## src/rtl/dds_wave_ctrl.sv

```systemverilog
// DDS configuration register block: turns debounced key pulses into waveform select,
// frequency tuning word and step index for the phase accumulator and waveform ROM mux.
module dds_wave_ctrl #(
  parameter int              FW_W      = 32,
  parameter logic [FW_W-1:0] FREQ_INIT = 32'd85_899,
  parameter logic [FW_W-1:0] FREQ_MIN  = 32'd86,
  parameter logic [FW_W-1:0] FREQ_MAX  = 32'd85_899_346,
  parameter logic [FW_W-1:0] STEP0     = 32'd86,
  parameter logic [FW_W-1:0] STEP1     = 32'd859,
  parameter logic [FW_W-1:0] STEP2     = 32'd8_590,
  parameter logic [FW_W-1:0] STEP3     = 32'd85_899
) (
  input  logic            sys_clk,
  input  logic            sys_rst_n,
  input  logic            key_wave,
  input  logic            key_up,
  input  logic            key_dn,
  input  logic            key_step,
  output logic [2:0]      wave_sel,
  output logic [FW_W-1:0] freq_word,
  output logic [1:0]      step_sel,
  output logic            cfg_valid
);

  // Waveform FSM; the state register drives wave_sel directly, so the state is observable.
  typedef enum logic [2:0] {
    WAVE_SINE     = 3'd0,
    WAVE_SQUARE   = 3'd1,
    WAVE_TRIANGLE = 3'd2,
    WAVE_SAWTOOTH = 3'd3,
    WAVE_OFF      = 3'd4
  } wave_e;

  wave_e           wave_q, wave_d;
  logic [1:0]      step_q, step_d;
  logic [FW_W-1:0] freq_q, freq_d;
  logic            valid_q, valid_d;

  logic [FW_W-1:0] step_val;
  logic [FW_W:0]   sum_w;
  logic [FW_W:0]   floor_w;

  always_ff @(posedge sys_clk or negedge sys_rst_n) begin
    if (!sys_rst_n) begin
      wave_q  <= WAVE_SINE;
      step_q  <= 2'd0;
      freq_q  <= FREQ_INIT;
      valid_q <= 1'b0;
    end else begin
      wave_q  <= wave_d;
      step_q  <= step_d;
      freq_q  <= freq_d;
      valid_q <= valid_d;
    end
  end

  // Illegal codes 5..7 fall to the default arm and recover to SINE on the next edge.
  always_comb begin
    wave_d = WAVE_SINE;
    case (wave_q)
      WAVE_SINE:     wave_d = key_wave ? WAVE_SQUARE   : WAVE_SINE;
      WAVE_SQUARE:   wave_d = key_wave ? WAVE_TRIANGLE : WAVE_SQUARE;
      WAVE_TRIANGLE: wave_d = key_wave ? WAVE_SAWTOOTH : WAVE_TRIANGLE;
      WAVE_SAWTOOTH: wave_d = key_wave ? WAVE_OFF      : WAVE_SAWTOOTH;
      WAVE_OFF:      wave_d = key_wave ? WAVE_SINE     : WAVE_OFF;
      default:       wave_d = WAVE_SINE;
    endcase
  end

  always_comb begin
    step_d = step_q;
    if (key_step) begin
      step_d = step_q + 2'd1;
    end
  end

  // The step used for this edge is the one registered before it.
  always_comb begin
    step_val = STEP0;
    case (step_q)
      2'd0:    step_val = STEP0;
      2'd1:    step_val = STEP1;
      2'd2:    step_val = STEP2;
      default: step_val = STEP3;
    endcase
  end

  // One extra bit keeps both the sum and the lower bound free of wrap-around.
  assign sum_w   = {1'b0, freq_q} + {1'b0, step_val};
  assign floor_w = {1'b0, step_val} + {1'b0, FREQ_MIN};

  always_comb begin
    freq_d = freq_q;
    if (key_up && !key_dn) begin
      freq_d = (sum_w > {1'b0, FREQ_MAX}) ? FREQ_MAX : sum_w[FW_W-1:0];
    end else if (key_dn && !key_up) begin
      freq_d = ({1'b0, freq_q} < floor_w) ? FREQ_MIN : (freq_q - step_val);
    end
  end

  // cfg_valid: single-cycle strobe, high in the cycle after any output register changed.
  always_comb begin
    valid_d = (wave_d != wave_q) || (step_d != step_q) || (freq_d != freq_q);
  end

  assign wave_sel  = wave_q;
  assign freq_word = freq_q;
  assign step_sel  = step_q;
  assign cfg_valid = valid_q;

endmodule

```

## config.mk

```make
export PLATFORM = sky130hd
export DESIGN_NAME = dds_wave_ctrl
export DESIGN_NICKNAME = d
export VERILOG_FILES = /design/src/rtl/dds_wave_ctrl.sv
export SDC_FILE = /design/constraint.sdc
export NUM_CORES = 1
export LEC_CHECK = 0
export ABC_CLOCK_PERIOD_IN_PS = 4700
export BUFFER_PORTS_ARGS = -buffer_cell sky130_fd_sc_hd__buf_2
export CAP_MARGIN = 20
export CORE_UTILIZATION = 33
export CTS_CLUSTER_DIAMETER = 80
export DETAILED_ROUTE_END_ITERATION = 6
export PLACE_DENSITY = 0.51
export SLEW_MARGIN = 20
export SYNTH_ARGS = -nofsm -noshare
export SYNTH_HDL_FRONTEND = slang
export SYNTH_SLANG_ARGS = --single-unit
```

## constraint.sdc

```tcl
create_clock -name sys_clk -period 4.7 [get_ports sys_clk]
set_clock_uncertainty 0.05 [all_clocks]
set_input_delay 0.94 -clock sys_clk [delete_from_list [all_inputs] [get_ports sys_clk]]
set_output_delay 0.94 -clock sys_clk [all_outputs]
set_load 0.005 [all_outputs]
```

* After elaboration in Yosys (flattened, before gate mapping)
Cells that the tools add are included.
** Storage, ports and cells
- Flip-flop bits (word level) :: 38
- Latch bits :: 0
- RAM bits :: 0
- ROM bits :: 0
- Input port bits :: 6
- Memories :: 0
** Cells by class
- Add/subtract/negate cells :: 4
- Multipliers :: 0
- Divide/modulo/power cells :: 0
- Order comparisons :: 2
- Equality and inequality tests :: 9
- Shift-type cells :: 0
- Multiplexer cells :: 12
- Bitwise gates (word level) :: 0
- Reductions and logical operators :: 8
** Operators with widths (number)
- $mux W32 :: 4
- $pmux W17 S3 :: 1
- $add A32 B32 Y33 :: 1
- $add A32 B7 Y33 const B :: 1
- $gt A33 B27 Y1 const B :: 1
- $lt A32 B33 Y1 :: 1
- $ne A32 B32 Y1 :: 1
- $sub A32 B32 Y32 :: 1
- $pmux W3 S5 :: 1
- $eq A3 B2 Y1 const B :: 2
- $mux W3 :: 2
- $mux W2 :: 2
- $eq A3 B1 Y1 const B :: 1
- $eq A3 B3 Y1 const B :: 1
- $logic_not A3 Y1 :: 1
- $ne A3 B3 Y1 :: 1
- $add A2 B1 Y2 const B :: 1
- $eq A2 B1 Y1 const B :: 1
- $eq A2 B2 Y1 const B :: 1
- $logic_and A1 B1 Y1 :: 2
- $logic_not A1 Y1 :: 2
- $logic_not A2 Y1 :: 1
- $logic_or A1 B1 Y1 :: 2
- $mux W1 :: 2
- $ne A2 B2 Y1 :: 1

* Depth between registers and ports, before layout
Gate-level depths: netlist (run 1).
- Word-level depth :: 9
- Gate-level depth with buffers :: 20
- Mapped depth without buffers :: 19

* Least setup slack after synthesis (run 1)
No wires, ideal clock.
- Path kind :: reg-to-reg
- Start point :: register step_q[0] (netlist: step_sel[0])
- End point :: register valid_q (netlist: cfg_valid)
- Data arrival time :: 4.626 ns
- Slack :: -0.115 ns
- Stages on the path, launching flop included :: 19
- Path buffers :: 2
- Clock period less this slack :: 4.815 ns
- Cells stage by stage :: dfrtp_1 inv_1 ha_1 o21ai_0 inv_1 ha_1 a21o_1 a211oi_2 o221ai_1 o31ai_2 xnor2_1 and4_1 nand4b_4 o211a_1 buf_6 or2_1 buf_6 a211o_1 or4_1
** On the way
- Word-level cells in the longest chain between the ends :: 9
** Ends and longest elaborated chain
- from (decl) :: RTL line 35 : logic [1:0] step_q, step_d;
- from (signal assigned) :: RTL line 51 : step_q <= step_d;
- $eq A2 B2 Y1, or another cell as far along :: RTL line 80 : case (step_q)
- $pmux W17 S3 :: RTL line 80
- $add A32 B7 Y33 :: RTL line 90 : assign floor_w = {1'b0, step_val} + {1'b0, FREQ_MIN};
- $lt A32 B33 Y1 :: RTL line 97 : freq_d = ({1'b0, freq_q} < floor_w) ? FREQ_MIN : (freq_q - step_val);
- $mux W32 :: RTL line 97
- $mux W32 :: RTL line 96 : end else if (key_dn && !key_up) begin
- $mux W32 :: RTL line 94 : if (key_up && !key_dn) begin
- $ne A32 B32 Y1 :: RTL line 103 : valid_d = (wave_d != wave_q) || (step_d != step_q) || (freq_d != freq_q);
- $logic_or A1 B1 Y1 * :: RTL line 103
- named net valid_d :: RTL line 37 : logic valid_q, valid_d;
- to (signal assigned) :: RTL line 53 : valid_q <= valid_d;
- to (decl) :: RTL line 37
Mark *: on every way through the listed nets, which the timed path passes. The rest lies on a longest branch.

* Worst setup path in the final report (run 1)
Ends and elaborated chain as after synthesis.

==> metrics, run 1 <==
status=complete, but fails checks; failing checks=negative setup slack; H-tree Lvls=2; # DRC=0; met2 wire len=approximately 14 mm; Root Driver=clkbuf_16; Die ar.=roughly 20000 um2; Final Core Density=between 40 and 50%; nets=approximately 1100; Reg2Reg Depth=21; Synth top area share=roughly 11%; WL met1=between 10 and 15 mm; Final setup viols=1; uppermost layer routed=met5; global-route wire length before repair=48.0 mm; Worst setup EP type=flop; Final HPWL DP=24.9 mm; syn nets=roughly 900; Post-Synth Adder-Cell Area=8.29%; period utilization=104%; Hold Crit Start=wave_sel[2]; number of global-route vias before repair=just under 8000; Synth Area in XOR/XNOR=between 5 and 6%; core footprint=about 19000 um2; post-synthesis compound-gate area fraction=about 33%; total grt overflow=0; Vias/cell=around 6.2; Buf/Inv on CP=8; maximum fanout along the worst path=5; critical path data required time=4.85 ns; Slew Limit Headroom=between 40% and 50%; critical path's top delay family=compound AO/OA/AOI/OAI gates; TNS Setup=-0.181 ns; synthesis-stage register bit count=38; slowest stage delay, CP=0.51 ns; post-synthesis sequential area ratio=~15%; Area contributors post-synth=dfrtp_1 (11%), ha_1 (8.3%), nor2_1 (5.2%); CTS Buffer Depth=2; ANT cells=0; CP max stage cell=or4_1; Clk Latency, worst-skew pair=about 0.32 ns; GPL Wtd Cong=about 1.0; die width=about 140 um; Syn. warnings=0; Post-synth top cells=nor2_1 (87), nand2_1 (63), o21ai_0 (53), a21oi_1 (45), ha_1 (42); Starting Density=roughly 34%; Max Cap Viol=0; Final Hold Fails=0; Slew Limit Fails=0; Clock Sinks=38; initial DRC count=just under 1000; largest net degree at the start of global routing=39; count of different cell masters after synthesis=around 110; reg2reg setup slack=-0.18 ns; Synth Area in Simple Gates=a little under 30%; setup ws final=-0.181 ns; Worst Hold Depth=1; Post-synth top flop=dfrtp_1; worst-margin pin slew=about 0.74 ns; cells after synthesis=between 800 and 900; RSZ-0062 raised after global routing=yes; clock-pin slew on the worst setup and hold paths=about 0.090 ns; Worst R2R Start=step_sel[0]; sequence of cells on the critical path=inv_4, ha_4, buf_4, inv_1, ha_1, buf_4, buf_4, nand3_1, a211oi_4, a21oi_2, a211oi_4, a22o_2, o221ai_2, nand4b_4, buf_4, o211a_4, buf_12, or2_4, buf_4, a211o_1, or4_1; Post-synth EDFFs=0; Hold WC Path Type=reg2reg; Placement Setup Slack=-0.447 ns; crit path kind=reg2reg; vias post-DR=8263; Hold EP=wave_sel[0]; hold_buf cts=0; area grow syn2layout=43.2%; total length of routed met3 wires=3.13 mm; Mapped Avg Cell Area=around 7.4 um2; Routed WL=about 32 mm; Crit path top cell by count=buf_4; Routed wire per std cell=~24 um; drt first pass iters=6; post-synthesis mux area share=between 1.5 and 2%; cts bufs inserted=5; Critical Path Start Type=flop; Routed Antenna Nets=0; critical path arrival=a little over 5 ns; FFs w/ async S/R, synth=100%; Ports=44; CTS tree=done; Die Y=141 um; fin crit period=slightly below 5 ns; largest family of logic cells by synthesized area=compound AO/OA/AOI/OAI gates; share of post-route cells with drive strength above 1=37.5%; worst r2r dst=cfg_valid; Rows=50; hold_ws=between 0.4 and 0.5 ns; Port Buffers=43; most numerous cell in the Yosys netlist=nor2_1; Yosys top cell by area=dfrtp_1; initial antenna violation count=1; Post-Syn Area=around 6300 um2; achievable frequency=just over 200 MHz; GRT Util Overall=between 30 and 40%
repair_timing:
item,4_1_cts,5_1_grt
endpoints found under the setup margin,16,12
hold endpoints to repair,0,0
cloned,0,1
pin swaps,24,16
resized for setup,63,29
setup buffers,12,8
worst max-delay path by stage:
stage / from / to / slack [ns] / cells past startpoint
2_1_floorplan: step_sel[0] / cfg_valid / 0.05 / 20
3_3_place_gp: step_sel[0] / cfg_valid / -0.31 / 19
3_5_place_dp: step_sel[0] / cfg_valid / -0.45 / 18
4_1_cts: step_sel[1] / cfg_valid / -0.03 / 20
5_1_grt: step_sel[0] / cfg_valid / -0.34 / 18
6_report: step_sel[0] / cfg_valid / -0.18 / 21
cells by family (layout without fill, tap and decap cells):
group | after synthesis | after routing
AOI/OAI and AO/OA | 282 | 282
adders and majority gates | 42 | 42
xor gates and xnor gates | 41 | 41
and+or+nand+nor | 345 | 345
muxes | 10 | 10
buffers and inverters | 96 | 334
DFF | 38 | 38
through the flow:
stage	instances	instance area (um2)
floorplan	854	6350
global placement	1297	8270
detailed placement	1297	8270
CTS	1317	8860
global route	1326	9070
finish	1326	9070
layout make-up:
cell class,instances,area [um2]
multi-input combinational,720,5430
tap,234,293
sequential,38,965
clock inverter,3,21.3
clock buffer,5,125
inverter,39,149
timing repair buffer,287,2090
fill,1916,9700
worst reg2reg max path, cell delays in order, from the launching register on:
cell,delay (ns)
dfrtp_2,0.46
inv_4,0.10
ha_4,0.15
buf_4,0.11
inv_1,0.09
ha_1,0.38
buf_4,0.15
buf_4,0.12
nand3_1,0.19
a211oi_4,0.35
a21oi_2,0.13
a211oi_4,0.30
a22o_2,0.20
o221ai_2,0.10
nand4b_4,0.21
buf_4,0.16
o211a_4,0.26
buf_12,0.14
or2_4,0.24
buf_4,0.14
a211o_1,0.24
or4_1,0.51
placed cells by master (no fill, tap or decap), drive strengths merged, types with 5 or more instances in the layout:
master   netlist  routed
buf           24     287
nor2          88      88
nand2         63      63
o21ai         59      59
a21oi         48      48
ha            42      42
nor3          40      40
inv           38      38
dfrtp         28      28
xnor2         27      27
nand3         25      25
nand2b        20      20
a211oi        16      16
nor4          15      15
a31oi         15      15
xor2          14      14
nor2b         14      14
a221oi        13      13
o31ai         12      12
o211ai        11      11
and3          11      11
dfstp         10      10
a21o           9       9
nand4          9       9
o22ai          9       9
and2           9       9
or2            8       8
a2111oi        8       8
a211o          6       6
mux2i          6       6
a22oi          6       6
o2111ai        6       6
nor4b          6       6
o311ai         6       6
o211a          6       6
or4            5       5
clkbuf        33       5
o21a           5       5
and4           5       5
a22o           5       5
sequential cells by signal, indices dropped and copies added, names as in the netlist:
| register | flops |
|---|---|
| step_sel | 2 |
| cfg_valid | 1 |
| wave_sel | 3 |
| freq_word | 32 |
per-layer routing:
metal  vias up  track usage [%]
li1       3708                -
met1      3950             44.0
met2       493             49.9
met3       110             6.22
met4         2             11.8
met5         -                0
Power of run 1 is left out: the tool's default activity adds up to more than one toggle a clock period on the data nets, which glitch-free logic cannot reach.
==> inputs of run 2 (changes only) <==
--- a/config.mk
+++ b/config.mk
@@ -5,6 +5,7 @@
 export SDC_FILE = /design/constraint.sdc
 export NUM_CORES = 1
 export LEC_CHECK = 0
+export ABC_AREA = 1
 export ABC_CLOCK_PERIOD_IN_PS = 4700
 export BUFFER_PORTS_ARGS = -buffer_cell sky130_fd_sc_hd__buf_2
 export CAP_MARGIN = 20
==> metrics, run 2 <==
TNS Setup=0 ns; Synth Area in XOR/XNOR=under 10%; slowest stage delay, CP=about 0.42 ns; area grow syn2layout=16.3%; Root Driver=clkbuf_16; Slew Limit Fails=0; critical path data required time=4.84 ns; Die Y=135 um; count of different cell masters after synthesis=between 40 and 50; largest net degree at the start of global routing=39; Post-Syn Area=5820 um2; maximum fanout along the worst path=10; Final setup viols=0; initial antenna violation count=0; max reg flops=32; post-synthesis sequential area ratio=16.5%; initial DRC count=581; Hold WC Path Type=reg2reg; post-synthesis compound-gate area fraction=a little under an eighth; Buf/Inv on CP=5; Reg2Reg Depth=26; post-synthesis mux area share=0.193%; # DRC=0; status=finished, final reports clean; Routed Antenna Nets=0; Crit. path cell count=26; Post-synth top flop=dfrtp_1; Worst Hold Depth=1; Crit path top cell by count=nand2_1; Slew Limit Headroom=between 50% and 60%; syn nets=between 1000 and 1500; global-route wire length before repair=35.4 mm; Ports=44; fin crit period=roughly 4.4 ns; GPL Wtd Cong=about 0.95; Clk Latency, worst-skew pair=between 0.3 and 0.4 ns; Final HPWL DP=roughly 19 mm; critical path arrival=4.51 ns; setup ws final=0.326 ns; Starting Density=about a third; most numerous cell in the Yosys netlist=nand2_1; CTS tree=done; cells after synthesis=1053; Synth Area in Simple Gates=46.3%; Mapped Avg Cell Area=approximately 5.5 um2; FFs w/ async S/R, synth=100%; synthesis-stage register bit count=38; total grt overflow=0; commonest non-fill, non-tap cell in the layout=nand2_1; period utilization=a little over 90%; CTS Buffer Depth=2; number of global-route vias before repair=~6300; Placement Setup Slack=0.0159 ns; worst-margin pin slew=just under 0.7 ns; Routed WL=around 23 mm; Syn. warnings=0; largest family of logic cells by synthesized area=simple AND/OR/NAND/NOR gates; drt first pass iters=5; Worst setup EP type=flop; nets=1157; crit path kind=reg2reg; Die ar.=~18000 um2; Clock Sinks=38; Final Core Density=39.3%; Vias/cell=about 5.2; H-tree Lvls=2; Routed wire per std cell=17.4 um; Max Cap Viol=0; Yosys top cell by area=nand2_1; hold_ws=between 0.4 and 0.5 ns; CP max stage cell=dfrtp_1; Post-synth top cells=nand2_1 (354), inv_1 (147), nor2_1 (127), nand3_1 (88), a21oi_1 (52); Synth top area share=approximately 23%; Rows=48; Post-Synth Adder-Cell Area=9.02%; ANT cells=0; Final Hold Fails=0; Port Buffers=43; core footprint=approximately 17000 um2; die width=between 100 and 150 um; critical path's top delay family=simple AND/OR/NAND/NOR gates; achievable frequency=229 MHz; commonest cells after routing, fill and taps aside=nand2_1 (345), inv_1 (146), nor2_1 (117), nand3_1 (83), a21oi_1 (51); vias post-DR=roughly 7000; share of post-route cells with drive strength above 1=15.4%; Critical Path Start Type=flop; GRT Util Overall=25.9%; cts bufs inserted=5; Area contributors post-synth=nand2_1 (23%), dfrtp_1 (12%), inv_1 (9.5%); clock-pin slew on the worst setup and hold paths=about 0.07 ns; Post-synth EDFFs=0
==> run 2: cell types whose count changed after synthesis, sizes merged, moves of 25 or more <==
cell | previous run | this run
nand2 | 63 | 367
clkbuf | 33 | 6
inv | 38 | 161
xnor2 | 27 | 2
nor2 | 88 | 137
nand3 | 25 | 90
==> run 2: logic make-up (layout without fill, tap and decap cells) <==
logic type | after synthesis | after routing
AND/OR/NAND/NOR | 639 | 640
buffers and inverters | 188 | 244
AO/OA/AOI/OAI | 121 | 121
adder cells (fa/ha/maj) | 42 | 42
flip-flops | 38 | 38
XOR/XNOR | 24 | 24
multiplexers | 1 | 1
==> run 2: routing by layer <==
metal | vias to the layer above | routed length, um | track usage, %
met4 | 0 | 480 | 8.55
li1 | 3436 | - | -
met1 | 3156 | 11100 | 38.0
met2 | 270 | 9810 | 38.8
met3 | 24 | 1770 | 3.23
met5 | - | 0 | 0
==> run 2: layout make-up <==
cell class                 instances  area (um2)
clock inverter                     2        60.1
sequential                        38         965
multi-input combinational        828        4280
timing repair buffer              72         435
clock buffer                       6         139
tap                              225         282
inverter                         164         619
fill                            1963       10500
==> run 2: per-stage QoR <==
step                      cells  cell area, um2
after floorplan            1053            5820
after global placement     1321            6360
after detailed placement   1321            6360
after CTS                  1329            6570
after global routing       1335            6780
final                      1335            6780
==> run 2: what timing repair did <==
action                                  CTS  global route
gates cloned                              0             1
endpoints found under the setup margin    1             1
pin swaps                                 0             4
hold buffers                              0             0
gates resized for setup                   1            43
buffers inserted                          0             5
==> run 2: final timing paths <==
kind                        startpoint             to  slack, ns
max reg2reg                step_sel[0]      cfg_valid       0.33
max                        step_sel[0]      cfg_valid       0.33
min in group asynchronous    sys_rst_n  freq_word[21]       0.55
min                        wave_sel[2]    wave_sel[2]       0.43
max in group asynchronous    sys_rst_n    step_sel[1]       3.58
min reg2reg                wave_sel[2]    wave_sel[2]       0.43
Power of run 2 is left out for the same reason.
